==> config.mk <==
export PLATFORM = sky130hd
export DESIGN_NAME = writeback_unit_flat
export DESIGN_NICKNAME = d
export VERILOG_FILES = /design/src/rtl/writeback_unit_if.sv /design/src/rtl/writeback_unit.sv /design/src/flat_wrapper.sv
export SDC_FILE = /design/constraint.sdc
export NUM_CORES = 1
export LEC_CHECK = 0
export ABC_AREA = 1
export BUFFER_PORTS_ARGS = -buffer_cell sky130_fd_sc_hd__clkbuf_2
export CAP_MARGIN = 40
export CORE_MARGIN = 5
export CORE_UTILIZATION = 37
export DETAILED_ROUTE_END_ITERATION = 16
export PLACE_DENSITY = 0.68
export SYNTH_ARGS = -nofsm -noshare
export SYNTH_HDL_FRONTEND = slang
export SYNTH_SLANG_ARGS = --single-unit
==> constraint.sdc <==
create_clock -name clk -period 1.65 [get_ports clk]
set_clock_uncertainty 0.15 [all_clocks]
set_input_delay 0 -clock clk [delete_from_list [all_inputs] [get_ports clk]]
set_output_delay 0 -clock clk [all_outputs]
set_load 0.005 [all_outputs]
==> src/rtl/writeback_unit_if.sv <==
// ---------------------------------------------------------------------------
// writeback_unit_if
//  Bundles the write-back stage's bus signals: the upstream issue handshake,
//  the result-source vector, the memory load response and the register-file
//  write port. Clock, reset and the sticky error signals stay plain ports on
//  the stage itself.
//
//  Parameters mirror the stage: DATA_W, NUM_SRC, SEL_W, ADDR_W.
//
//  Signals
//   in_valid      upstream instruction valid
//   in_ready      stage can accept
//   in_sel        result source select
//   in_wen        instruction writes a register
//   in_rd         destination register
//   src_data      NUM_SRC packed sources, source k at [k*DATA_W +: DATA_W]
//   mem_rsp_valid memory load data valid (single-cycle pulse)
//   mem_rsp_data  memory load data
//   rf_we         register-file write enable
//   rf_waddr      register-file write address
//   rf_wdata      register-file write data
//
//  Modports
//   master  pipeline/memory/register-file side (drives requests, sees writes)
//   slave   the write-back stage itself
// ---------------------------------------------------------------------------
interface writeback_unit_if #(
    parameter int DATA_W  = 32,
    parameter int NUM_SRC = 4,
    parameter int SEL_W   = 2,
    parameter int ADDR_W  = 5
);
    logic                        in_valid;
    logic                        in_ready;
    logic [SEL_W-1:0]            in_sel;
    logic                        in_wen;
    logic [ADDR_W-1:0]           in_rd;
    logic [NUM_SRC*DATA_W-1:0]   src_data;
    logic                        mem_rsp_valid;
    logic [DATA_W-1:0]           mem_rsp_data;
    logic                        rf_we;
    logic [ADDR_W-1:0]           rf_waddr;
    logic [DATA_W-1:0]           rf_wdata;

    modport master (
        output in_valid, in_sel, in_wen, in_rd, src_data,
        output mem_rsp_valid, mem_rsp_data,
        input  in_ready, rf_we, rf_waddr, rf_wdata
    );

    modport slave (
        input  in_valid, in_sel, in_wen, in_rd, src_data,
        input  mem_rsp_valid, mem_rsp_data,
        output in_ready, rf_we, rf_waddr, rf_wdata
    );
endinterface

==> src/rtl/writeback_unit.sv <==
// ---------------------------------------------------------------------------
// writeback_unit
//  Write-back pipeline stage. Picks the register-file write data from one of
//  NUM_SRC result sources and registers the RF write port. The source index
//  MEM_SRC is the load path: accepting it parks the stage in WAIT_MEM until
//  the memory response arrives (then writes it) or until TIMEOUT wait cycles
//  have passed (then aborts without writing and raises err_timeout).
//
//  Ports
//   clk           clock, all state on rising edge
//   rst_n         synchronous reset, active low
//   bus           writeback_unit_if.slave: issue handshake, sources,
//                 memory response, registered RF write port
//   err_clr       clears both sticky error flags
//   err_timeout   sticky: a load timed out
//   err_unexp_rsp sticky: memory response seen while not waiting for one
// ---------------------------------------------------------------------------
module writeback_unit #(
    parameter int DATA_W   = 32,
    parameter int NUM_SRC  = 4,
    parameter int SEL_W    = 2,
    parameter int ADDR_W   = 5,
    parameter int MEM_SRC  = 1,
    parameter int TIMEOUT  = 255,
    parameter int ZERO_REG = 1
) (
    input  logic                 clk,
    input  logic                 rst_n,
    writeback_unit_if.slave      bus,
    input  logic                 err_clr,
    output logic                 err_timeout,
    output logic                 err_unexp_rsp
);

    localparam logic [0:0] ST_IDLE     = 1'b0;
    localparam logic [0:0] ST_WAIT_MEM = 1'b1;

    localparam logic        ZERO_EN    = (ZERO_REG != 0);
    localparam logic [15:0] TIMER_LAST = 16'(TIMEOUT - 1);

    logic [0:0]        state_q,       state_d;
    logic [15:0]       timer_q,       timer_d;
    logic [ADDR_W-1:0] pend_rd_q,     pend_rd_d;
    logic              pend_wen_q,    pend_wen_d;
    logic              rf_we_q,       rf_we_d;
    logic [ADDR_W-1:0] rf_waddr_q,    rf_waddr_d;
    logic [DATA_W-1:0] rf_wdata_q,    rf_wdata_d;
    logic              err_timeout_q, err_timeout_d;
    logic              err_unexp_q,   err_unexp_d;

    logic [DATA_W-1:0] sel_data;
    logic              accept;
    logic              is_mem_sel;
    logic              direct_we;
    logic              pend_we;

    // Source mux: any select that names no real source falls back to
    // source 0, so an out-of-range in_sel still produces defined data.
    always_comb begin
        sel_data = bus.src_data[DATA_W-1:0];
        for (int k = 1; k < NUM_SRC; k++) begin
            if (bus.in_sel == SEL_W'(k)) begin
                sel_data = bus.src_data[k*DATA_W +: DATA_W];
            end
        end
    end

    // Handshake and write-enable qualifiers. The stage only accepts in IDLE;
    // a write to register 0 is dropped when ZERO_REG is set, both for direct
    // results and for the latched destination of a pending load.
    always_comb begin
        accept     = bus.in_valid & (state_q == ST_IDLE);
        is_mem_sel = (bus.in_sel == SEL_W'(MEM_SRC));
        direct_we  = bus.in_wen & ~(ZERO_EN & (bus.in_rd == '0));
        pend_we    = pend_wen_q & ~(ZERO_EN & (pend_rd_q == '0));
    end

    // Next-state logic. rf_we defaults low so every write is a one-cycle
    // pulse; address/data only move when a write really happens, so they
    // hold their last written value otherwise. Error flags are cleared
    // first and then set, so a set event in the clearing cycle wins.
    always_comb begin
        state_d       = state_q;
        timer_d       = timer_q;
        pend_rd_d     = pend_rd_q;
        pend_wen_d    = pend_wen_q;
        rf_we_d       = 1'b0;
        rf_waddr_d    = rf_waddr_q;
        rf_wdata_d    = rf_wdata_q;
        err_timeout_d = err_clr ? 1'b0 : err_timeout_q;
        err_unexp_d   = err_clr ? 1'b0 : err_unexp_q;

        case (state_q)
            ST_IDLE: begin
                if (bus.mem_rsp_valid) begin
                    err_unexp_d = 1'b1;
                end
                if (accept) begin
                    if (is_mem_sel) begin
                        pend_rd_d  = bus.in_rd;
                        pend_wen_d = bus.in_wen;
                        timer_d    = '0;
                        state_d    = ST_WAIT_MEM;
                    end else begin
                        rf_we_d = direct_we;
                        if (direct_we) begin
                            rf_waddr_d = bus.in_rd;
                            rf_wdata_d = sel_data;
                        end
                    end
                end
            end
            ST_WAIT_MEM: begin
                if (bus.mem_rsp_valid) begin
                    rf_we_d = pend_we;
                    if (pend_we) begin
                        rf_waddr_d = pend_rd_q;
                        rf_wdata_d = bus.mem_rsp_data;
                    end
                    state_d = ST_IDLE;
                end else if (timer_q == TIMER_LAST) begin
                    err_timeout_d = 1'b1;
                    state_d       = ST_IDLE;
                end else begin
                    timer_d = timer_q + 16'd1;
                end
            end
            default: begin
                state_d = ST_IDLE;
            end
        endcase
    end

    // State registers with synchronous active-low reset. Resetting while a
    // load is pending simply forgets it; a late response then lands in IDLE
    // and is flagged as unexpected.
    always_ff @(posedge clk) begin
        if (!rst_n) begin
            state_q       <= ST_IDLE;
            timer_q       <= '0;
            pend_rd_q     <= '0;
            pend_wen_q    <= 1'b0;
            rf_we_q       <= 1'b0;
            rf_waddr_q    <= '0;
            rf_wdata_q    <= '0;
            err_timeout_q <= 1'b0;
            err_unexp_q   <= 1'b0;
        end else begin
            state_q       <= state_d;
            timer_q       <= timer_d;
            pend_rd_q     <= pend_rd_d;
            pend_wen_q    <= pend_wen_d;
            rf_we_q       <= rf_we_d;
            rf_waddr_q    <= rf_waddr_d;
            rf_wdata_q    <= rf_wdata_d;
            err_timeout_q <= err_timeout_d;
            err_unexp_q   <= err_unexp_d;
        end
    end

    // Output wiring: in_ready comes straight from state, the write port
    // and error flags straight from their flops.
    always_comb begin
        bus.in_ready  = (state_q == ST_IDLE);
        bus.rf_we     = rf_we_q;
        bus.rf_waddr  = rf_waddr_q;
        bus.rf_wdata  = rf_wdata_q;
        err_timeout   = err_timeout_q;
        err_unexp_rsp = err_unexp_q;
    end

endmodule

==> src/flat_wrapper.sv <==
// flat-port wrapper written by rule: the top's interface ports become plain ports
module writeback_unit_flat 
#(
    parameter int DATA_W   = 32,
    parameter int NUM_SRC  = 4,
    parameter int SEL_W    = 2,
    parameter int ADDR_W   = 5,
    parameter int MEM_SRC  = 1,
    parameter int TIMEOUT  = 255,
    parameter int ZERO_REG = 1
)
  (clk, rst_n, err_clr, err_timeout, err_unexp_rsp, bus_in_valid, bus_in_sel, bus_in_wen, bus_in_rd, bus_src_data, bus_mem_rsp_valid, bus_mem_rsp_data, bus_in_ready, bus_rf_we, bus_rf_waddr, bus_rf_wdata);
  writeback_unit_if #(.DATA_W(DATA_W), .NUM_SRC(NUM_SRC), .SEL_W(SEL_W), .ADDR_W(ADDR_W)) bus_i ();
  input  logic clk;
  input  logic rst_n;
  input  logic err_clr;
  output logic err_timeout;
  output logic err_unexp_rsp;
  input wire logic [$bits(bus_i.in_valid)-1:0] bus_in_valid;
  input wire logic [$bits(bus_i.in_sel)-1:0] bus_in_sel;
  input wire logic [$bits(bus_i.in_wen)-1:0] bus_in_wen;
  input wire logic [$bits(bus_i.in_rd)-1:0] bus_in_rd;
  input wire logic [$bits(bus_i.src_data)-1:0] bus_src_data;
  input wire logic [$bits(bus_i.mem_rsp_valid)-1:0] bus_mem_rsp_valid;
  input wire logic [$bits(bus_i.mem_rsp_data)-1:0] bus_mem_rsp_data;
  output wire logic [$bits(bus_i.in_ready)-1:0] bus_in_ready;
  output wire logic [$bits(bus_i.rf_we)-1:0] bus_rf_we;
  output wire logic [$bits(bus_i.rf_waddr)-1:0] bus_rf_waddr;
  output wire logic [$bits(bus_i.rf_wdata)-1:0] bus_rf_wdata;
  assign bus_i.in_valid = bus_in_valid;
  assign bus_i.in_sel = bus_in_sel;
  assign bus_i.in_wen = bus_in_wen;
  assign bus_i.in_rd = bus_in_rd;
  assign bus_i.src_data = bus_src_data;
  assign bus_i.mem_rsp_valid = bus_mem_rsp_valid;
  assign bus_i.mem_rsp_data = bus_mem_rsp_data;
  assign bus_in_ready = bus_i.in_ready;
  assign bus_rf_we = bus_i.rf_we;
  assign bus_rf_waddr = bus_i.rf_waddr;
  assign bus_rf_wdata = bus_i.rf_wdata;
  writeback_unit #(.DATA_W(DATA_W), .NUM_SRC(NUM_SRC), .SEL_W(SEL_W), .ADDR_W(ADDR_W), .MEM_SRC(MEM_SRC), .TIMEOUT(TIMEOUT), .ZERO_REG(ZERO_REG)) u_core (.clk(clk), .rst_n(rst_n), .bus(bus_i), .err_clr(err_clr), .err_timeout(err_timeout), .err_unexp_rsp(err_unexp_rsp));
endmodule
# ---- Word level (Yosys, flattened, before mapping)
# Cells that the tools add are included.
dict set report word_totals {
  ff_bits 63
  input_bits 173
  out_inout_bits 41
  word_cells 68
}
dict set report classes {
  add_sub_neg 1
  eq_ne 12
  n_mux 35
  bitwise 6
  reduce_logical 5
}
# operator n
set op_table {}
lappend op_table {{$mux W32} 7}
lappend op_table {{$mux W16} 4}
lappend op_table {{$pmux W32 S2} 1}
lappend op_table {{$pmux W16 S2} 1}
lappend op_table {{$mux W5} 5}
lappend op_table {{$add A16 B1 Y16 const B} 1}
lappend op_table {{$eq A16 B8 Y1 const B} 1}
lappend op_table {{$mux W1} 14}
lappend op_table {{$logic_not A5 Y1} 2}
lappend op_table {{$ne A2 B2 Y1 const B} 5}
lappend op_table {{$pmux W5 S2} 1}
lappend op_table {{$ne A2 B1 Y1 const B} 3}
lappend op_table {{$reduce_and A5 Y1} 1}
lappend op_table {{$eq A2 B2 Y1 const B} 2}
lappend op_table {{$pmux W1 S2} 2}
lappend op_table {{$reduce_and A4 Y1} 1}
lappend op_table {{$and A1 B1 Y1} 3}
lappend op_table {{$not A1 Y1} 3}
lappend op_table {{$reduce_and A3 Y1} 1}
lappend op_table {{$eq A2 B1 Y1 const B} 1}

# ---- Depth between registers and ports, before layout
# Gate-level depths: netlist of the first run.
dict set report depth {
  ltp_word 7
  mapped_depth 11
  depth_no_buf 11
}

# ---- Worst setup path after synthesis of the first run
# No wires, ideal clock.
dict set report synth_path {
  kind {reg-to-reg}
  from {register u_core.timer_q[0]}
  to {register u_core.timer_q[2]}
  setup_ps 114
  t_arrival_ps 1207
  required_time_ps 1386
  slack_ps 179
  stages_incl_launch_ff 11
  n_path_buf 1
  period_less_slack_ps 1471
  path_cell_list {dfxtp_1 > inv_2 > ha_1 > nand3_1 > nor2_2 > nand2_2 > nand2_4 > nand2_4 > buf_6 > a21oi_1 > nor2_1}
}
dict set report synth_between {
  elab_chain_cells 4
  elab_cells_between_ends 7
  classes_between {1 x add/sub; 2 x eq/ne; 3 x mux; 1 x reduce/logical}
}
# item line_no
set synth_rtl {}
lappend synth_rtl {{start: declaration} writeback_unit.sv:42} ;# logic [15:0] timer_q, timer_d;
lappend synth_rtl {{start signal: assignment} writeback_unit.sv:150} ;# timer_q <= timer_d;
lappend synth_rtl {{$add A16 B1 Y16} writeback_unit.sv:125} ;# timer_d = timer_q + 16'd1;
lappend synth_rtl {{$mux W16} writeback_unit.sv:121} ;# end else if (timer_q == TIMER_LAST) begin
lappend synth_rtl {{$mux W16} writeback_unit.sv:114} ;# if (bus.mem_rsp_valid) begin
lappend synth_rtl {{$pmux W16 S2} writeback_unit.sv:93} ;# case (state_q)
# Parallel ways exist; a longest one is shown, timed or not. The select of a mux whose other input is x is not followed.
# A chain may end at the register's enable or synchronous reset.

# ---- Worst setup path after layout of the first run
dict set report layout_path {
  from {register u_core.timer_q[0]}
  to {register u_core.timer_q[1]}
}
# Same word-level chain as after synthesis.

==> results of run 1 <==
[logic make-up after synthesis]
group	Yosys count	synth area share
adder cells (fa/ha/maj)	2	0.006314
AND/OR/NAND/NOR	379	0.4177
flip-flops	63	0.3183
buffers and inverters	109	0.1159
AO/OA/AOI/OAI	99	0.1351
XOR/XNOR	3	0.006632
[sequential cells by signal, indices dropped and copies added (netlist names)]
name,count
u_core.err_unexp_rsp,1
u_core.pend_rd_q,5
u_core.err_timeout,1
u_core.pend_wen_q,1
u_core.timer_q,16
u_core.bus.rf_waddr,5
u_core.bus.rf_we,1
u_core.bus.rf_wdata,32
u_core.state_q,1
[cells in the mapped netlist, drive strengths merged]
cell	n
dfxtp	63
buf	29
a31oi	32
clkinv	2
ha	2
nor2	144
nand2	106
nor3	6
nand4	8
a21oi	17
xor2	3
inv	60
nand3	115
o21ai	50
clkbuf	18
[timing repair]
action / 4_1_cts / 5_1_grt
resized for setup: 0 / 18
hold buffers: 129 / 0
endpoints found under the setup margin: 0 / 19
buffers inserted: 0 / 1
hold endpoints to repair: 48 / 0
[stage by stage]
stage | setup TNS [ns] | cell area (µm²)
finish | 0 | 6690
detailed placement | 0 | 5069
floorplan | 0 | 3963
global placement | 0 | 5069
CTS | 0 | 6591
global route | -0.1850 | 6690
[worst min-delay path: cells and delay by family]
kind | cells | cell delay (ns)
compound gates | 2 | 0.14
buf+inv | 2 | 0.13
simple gates | 3 | 0.18
[power breakdown]
group / switching [mW] / internal [mW] / total [mW]
logic: 0.485 / 0.517 / 1.00
registers: 0.0363 / 1.58 / 1.62
clock network: 0.633 / 0.931 / 1.56
[layout make-up]
class                   count  area (µm²)  share of cell area
repair buffers            340        2485              0.3714
multi-input cells         483        2297              0.3434
flip-flops and latches     63        1269              0.1896
inverters                  62       237.7             0.03553
well taps                 136       170.2             0.02543
clock buffers              11       151.4             0.02263
clock inverters             5       80.08             0.01197
[per-layer routing]
metal,part of all wire,vias to the layer above
li1,-,2744
met2,0.47,361
met1,0.38,2519
met5,0,-
met4,0.053,0
met3,0.10,91
[worst max-delay path by stage]
stage | to | cells after the start | slack (ns)
2_1_floorplan | u_core.timer_q[2] | 10 | 0.18
3_3_place_gp | u_core.timer_q[12] | 8 | 0.08
5_1_grt | u_core.timer_q[1] | 10 | -0.04
3_5_place_dp | u_core.timer_q[6] | 8 | 0.06
4_1_cts | u_core.timer_q[11] | 9 | 0.03
6_report | u_core.timer_q[1] | 10 | 0.06
==> impl_metrics.json, run 1 <==
{
  "drive_above_1_share": 0.2718,
  "cts_sinks": 63,
  "avgSynthCellArea_um2": 6.050,
  "crit_family": "simple AND/OR/NAND/NOR gates",
  "htreeDepth": 3,
  "start_kind": "register",
  "final_cells": 1100,
  "path_cells": "inv_2 -> ha_1 -> nand3_1 -> nor2_2 -> nand2_2 -> nand2_4 -> nand3_1 -> inv_1 -> nand2_1 -> o21ai_0",
  "drc": 0,
  "cpMostUsedCell": "nand3_1",
  "cts_tree": "yes",
  "die_w_um": 113.5,
  "io_buffers": 181,
  "worst_hold_slack_ns": 0.02530,
  "hpwlAfterDp_mm": 9.610,
  "grt_antenna_before_repair": 0,
  "r2r-end": "u_core.timer_q[1]",
  "wl_mm": 17.14,
  "p_leak_nw": 3.121,
  "dieArea_um2": 12880,
  "hold_viol_final": 0,
  "nets": 1134,
  "grt_pass1_vias": 5791,
  "rsz0062_at_grt": "yes",
  "num_rows": 37,
  "crit_fanout": 7,
  "fin_util": 0.6452,
  "setup_slack_ns": 0.06167,
  "worst_path_max_delay_cell": "dfxtp_4",
  "ys_ff_latch": 63,
  "coreArea_um2": 10370,
  "synthesis.nets": 830,
  "cp.arrival_ns": 1.69,
  "clockRootBuffer": "clkbuf_8",
  "path_class": "reg -> reg",
  "gr-usage-met1": 0.2911,
  "p_total_mw": 4.180,
  "dr.pass1.iters": 5,
  "rr_worst_depth": 10,
  "critPathCaptureType": "register",
  "first_iter_violations": 444,
  "hp-start": "bus_src_data[16]",
  "synth_cells": 655,
  "netlist-cell-type-count": 26,
  "grt_pass1_wl_mm": 27.16,
  "r2r_slack_ns": 0.06,
  "num-fill-cells": 855,
  "fin_crit_sh": 0.9626,
  "wire_per_inst_um": 15.58,
  "startpoint": "u_core.timer_q[0]",
  "grt_usage": 0.2573,
  "holdPathStages": 7,
  "setup_viol": 0,
  "top_usage_layer": "met2",
  "hold_class": "in -> reg",
  "syn_to_final_growth_pct": 68.83,
  "reg2reg_from": "u_core.timer_q[0]",
  "cts_buffer_depth": 2,
  "max_cap_viol_count": 0,
  "clk_pin_slew_ns": 0.07,
  "grt_remaining_overflow": 0,
  "gp_congestion": 0.8827,
  "min_to": "u_core.bus.rf_wdata[16]",
  "synth_top_cells_by_area": "dfxtp_1 32%, nand3_1 15%, nor2_1 13%",
  "io-pin-count": 214,
  "synth_top_area_cell": "dfxtp_1",
  "grt_start_max_net_pins": 73,
  "slew_headroom": 0.6957,
  "num_antenna_cells": 0,
  "clock_latency_ns": 0.34,
  "synth-seq-area-share": 0.3183,
  "tightest_slew_ns": 0.4565,
  "use_met2": 0.4338,
  "max_freq_ghz": 0.6296,
  "dp.cells": 953,
  "grtUsageMet3": 0.07003,
  "place_ws_ns": 0.06487,
  "cp_data_required_time_ns": 1.75,
  "final_common_cell": "clkbuf_2",
  "die_h_um": 113.5,
  "route.vias.total": 5715,
  "cts_buffers": 9,
  "finalCriticalPeriod_ns": 1.588,
  "routed_via_density": 5.195,
  "mostFrequentLayoutCells": "180 x clkbuf_2, 136 x nor2_1, 129 x dlygate4sd3_1",
  "critPathMaxStageDelay_ns": 0.36,
  "synth_top_cell_area_share": 0.3183,
  "initial_utilization": 0.3821,
  "status": "complete, no violations",
  "cellPowerDensity_nw_per_um2": 624.8,
  "final_antenna_net_count": 0,
  "slew_violations": 0,
  "ys_warn_count": 0,
  "syn_area_um2": 3963,
  "crit_buf_inv": 2,
  "ir_drop_v": 0.0003959
}
(Power assumes the default switching activity.)
==> run 2: changes to the inputs <==
--- a/config.mk
+++ b/config.mk
@@ -12,6 +12,7 @@
 export CORE_UTILIZATION = 37
 export DETAILED_ROUTE_END_ITERATION = 16
 export PLACE_DENSITY = 0.68
+export SKIP_CTS_REPAIR_TIMING = 1
 export SYNTH_ARGS = -nofsm -noshare
 export SYNTH_HDL_FRONTEND = slang
 export SYNTH_SLANG_ARGS = --single-unit
==> constraint.sdc (replaced) <==
create_clock -name clk -period 1.5 [get_ports clk]
set_clock_uncertainty 0.15 [all_clocks]
set_input_delay 0 -clock clk [delete_from_list [all_inputs] [get_ports clk]]
set_output_delay 0 -clock clk [all_outputs]
set_load 0.005 [all_outputs]
==> impl_metrics.json, run 2 (same netlist as run 1, synthesis figures left out) <==
{
  "wl_mm": 17.32,
  "hold_viol_final": 11,
  "violations": "negative hold slack, negative setup slack",
  "die_w_um": 113.5,
  "first_iter_violations": 526,
  "max_freq_ghz": 0.6465,
  "rsz0062_at_grt": "yes",
  "cellPowerDensity_nw_per_um2": 671.1,
  "ir_drop_v": 0.0003781,
  "drive_above_1_share": 0.3423,
  "path_cells": "nand2_1 -> inv_2 -> nand2_1 -> nor2_4 -> nand2_4 -> nand2_8 -> nor2_2 -> buf_4 -> nand2_1 -> o21ai_1",
  "grt_remaining_overflow": 0,
  "mostFrequentLayoutCells": "180 x clkbuf_2, 125 x nor2_1, 111 x nand3_1",
  "drc": 0,
  "num_rows": 37,
  "slew_violations": 0,
  "p_total_mw": 4.675,
  "final_common_cell": "clkbuf_2",
  "crit_buf_inv": 2,
  "dr.pass1.iters": 5,
  "crit_family": "simple AND/OR/NAND/NOR gates",
  "initial_utilization": 0.3821,
  "io_buffers": 181,
  "grt_pass1_wl_mm": 21.59,
  "wire_per_inst_um": 15.66,
  "critPathMaxStageDelay_ns": 0.36,
  "crit_fanout": 5,
  "route.vias.total": 5735,
  "p_leak_nw": 3.257,
  "fin_crit_sh": 1.031,
  "grt_start_max_net_pins": 73,
  "cp_data_required_time_ns": 1.58,
  "num-fill-cells": 796,
  "hpwlAfterDp_mm": 10.13,
  "final_cells": 1106,
  "finalCriticalPeriod_ns": 1.547,
  "status": "finished, violations left",
  "grt_usage": 0.2043,
  "cts_buffer_depth": 2,
  "setup_viol": 13,
  "grt_pass1_vias": 4610,
  "cts_buffers": 9,
  "setup_slack_ns": -0.04686,
  "cp.arrival_ns": 1.63,
  "max_cap_viol_count": 0,
  "num_antenna_cells": 0,
  "syn_to_final_growth_pct": 75.78,
  "hold_class": "in -> reg",
  "dieArea_um2": 12880,
  "start_kind": "register",
  "dp.cells": 972,
  "final_antenna_net_count": 0,
  "clockRootBuffer": "clkbuf_8",
  "cts_sinks": 63,
  "worst_path_max_delay_cell": "dfxtp_2",
  "gp_congestion": 0.9274,
  "routed_via_density": 5.185,
  "slew_headroom": 0.7404,
  "io-pin-count": 214,
  "cpMostUsedCell": "nand2_1",
  "final-seq-area_um2": 1286,
  "clock_latency_ns": 0.34,
  "cts_tree": "yes",
  "multiInputGateArea_um2": 2499,
  "nets": 1140,
  "fin_util": 0.6717,
  "worst_hold_slack_ns": -0.03783,
  "grt_antenna_before_repair": 0,
  "die_h_um": 113.5,
  "clk_pin_slew_ns": 0.07,
  "coreArea_um2": 10370,
  "largest_reg_flops": 32,
  "htreeDepth": 3,
  "tightest_slew_ns": 0.3894,
  "path_class": "reg -> reg",
  "critPathCaptureType": "register"
}
run 2: cell types whose count changed in the layout (fill, tap and decap cells not counted), sizes merged:
cell	before	now
dlygate4sd3	129	104
clkinv	3	2
clkinvlp	2	0
nand2	106	108
buf	30	57
clkbuf	192	197
run 2: cell type report:
class                           count  share of cell area
Inverter                           62             0.03629
Sequential cell                    63              0.1847
Clock buffer                       14             0.02623
Timing Repair Buffer              344              0.3611
Clock inverter                      2            0.008622
Multi-Input combinational cell    485              0.3587
Tap cell                          136             0.02443
run 2: tightest hold or removal path, delay by kind of cell:
family / cells / cell delay (ns)
and+or+nand+nor: 2 / 0.13
buffers and inverters: 1 / 0.08
AOI/OAI and AO/OA: 2 / 0.21
run 2: path summary, 6_finish.rpt:
check | from | to | slack, ns | cells after the start
max | u_core.timer_q[2] | u_core.timer_q[11] | -0.05 | 10
min | bus_mem_rsp_data[22] | u_core.bus.rf_wdata[22] | -0.04 | 5
max reg2reg | u_core.timer_q[2] | u_core.timer_q[11] | -0.05 | 10
min reg2reg | u_core.bus.rf_wdata[29] | u_core.bus.rf_wdata[29] | 0.30 | 2
run 2: layer usage:
metal	up-vias	global-route usage	routed length [µm]
li1	2769	-	-
met1	2575	0.2518	6844
met2	316	0.3428	8362
met3	75	0.05305	1419
met4	0	0.07452	692
met5	-	0	0
run 2: power by group:
group | switching, mW | internal [mW]
clock network | 0.668 | 1.12
logic | 0.545 | 0.567
registers | 0.0415 | 1.73
run 2: per-stage QoR:
stage	worst slack (ns)	cell area [µm²]	TNS, ns
3_3_place_gp	-0.1056	5211	-0.6209
6_report	-0.04686	6965	-0.1791
2_1_floorplan	0.02888	3963	0
5_1_grt	-0.1462	6965	-3.398
4_1_cts	-0.1195	5454	-1.847
3_5_place_dp	-0.09202	5211	-1.305
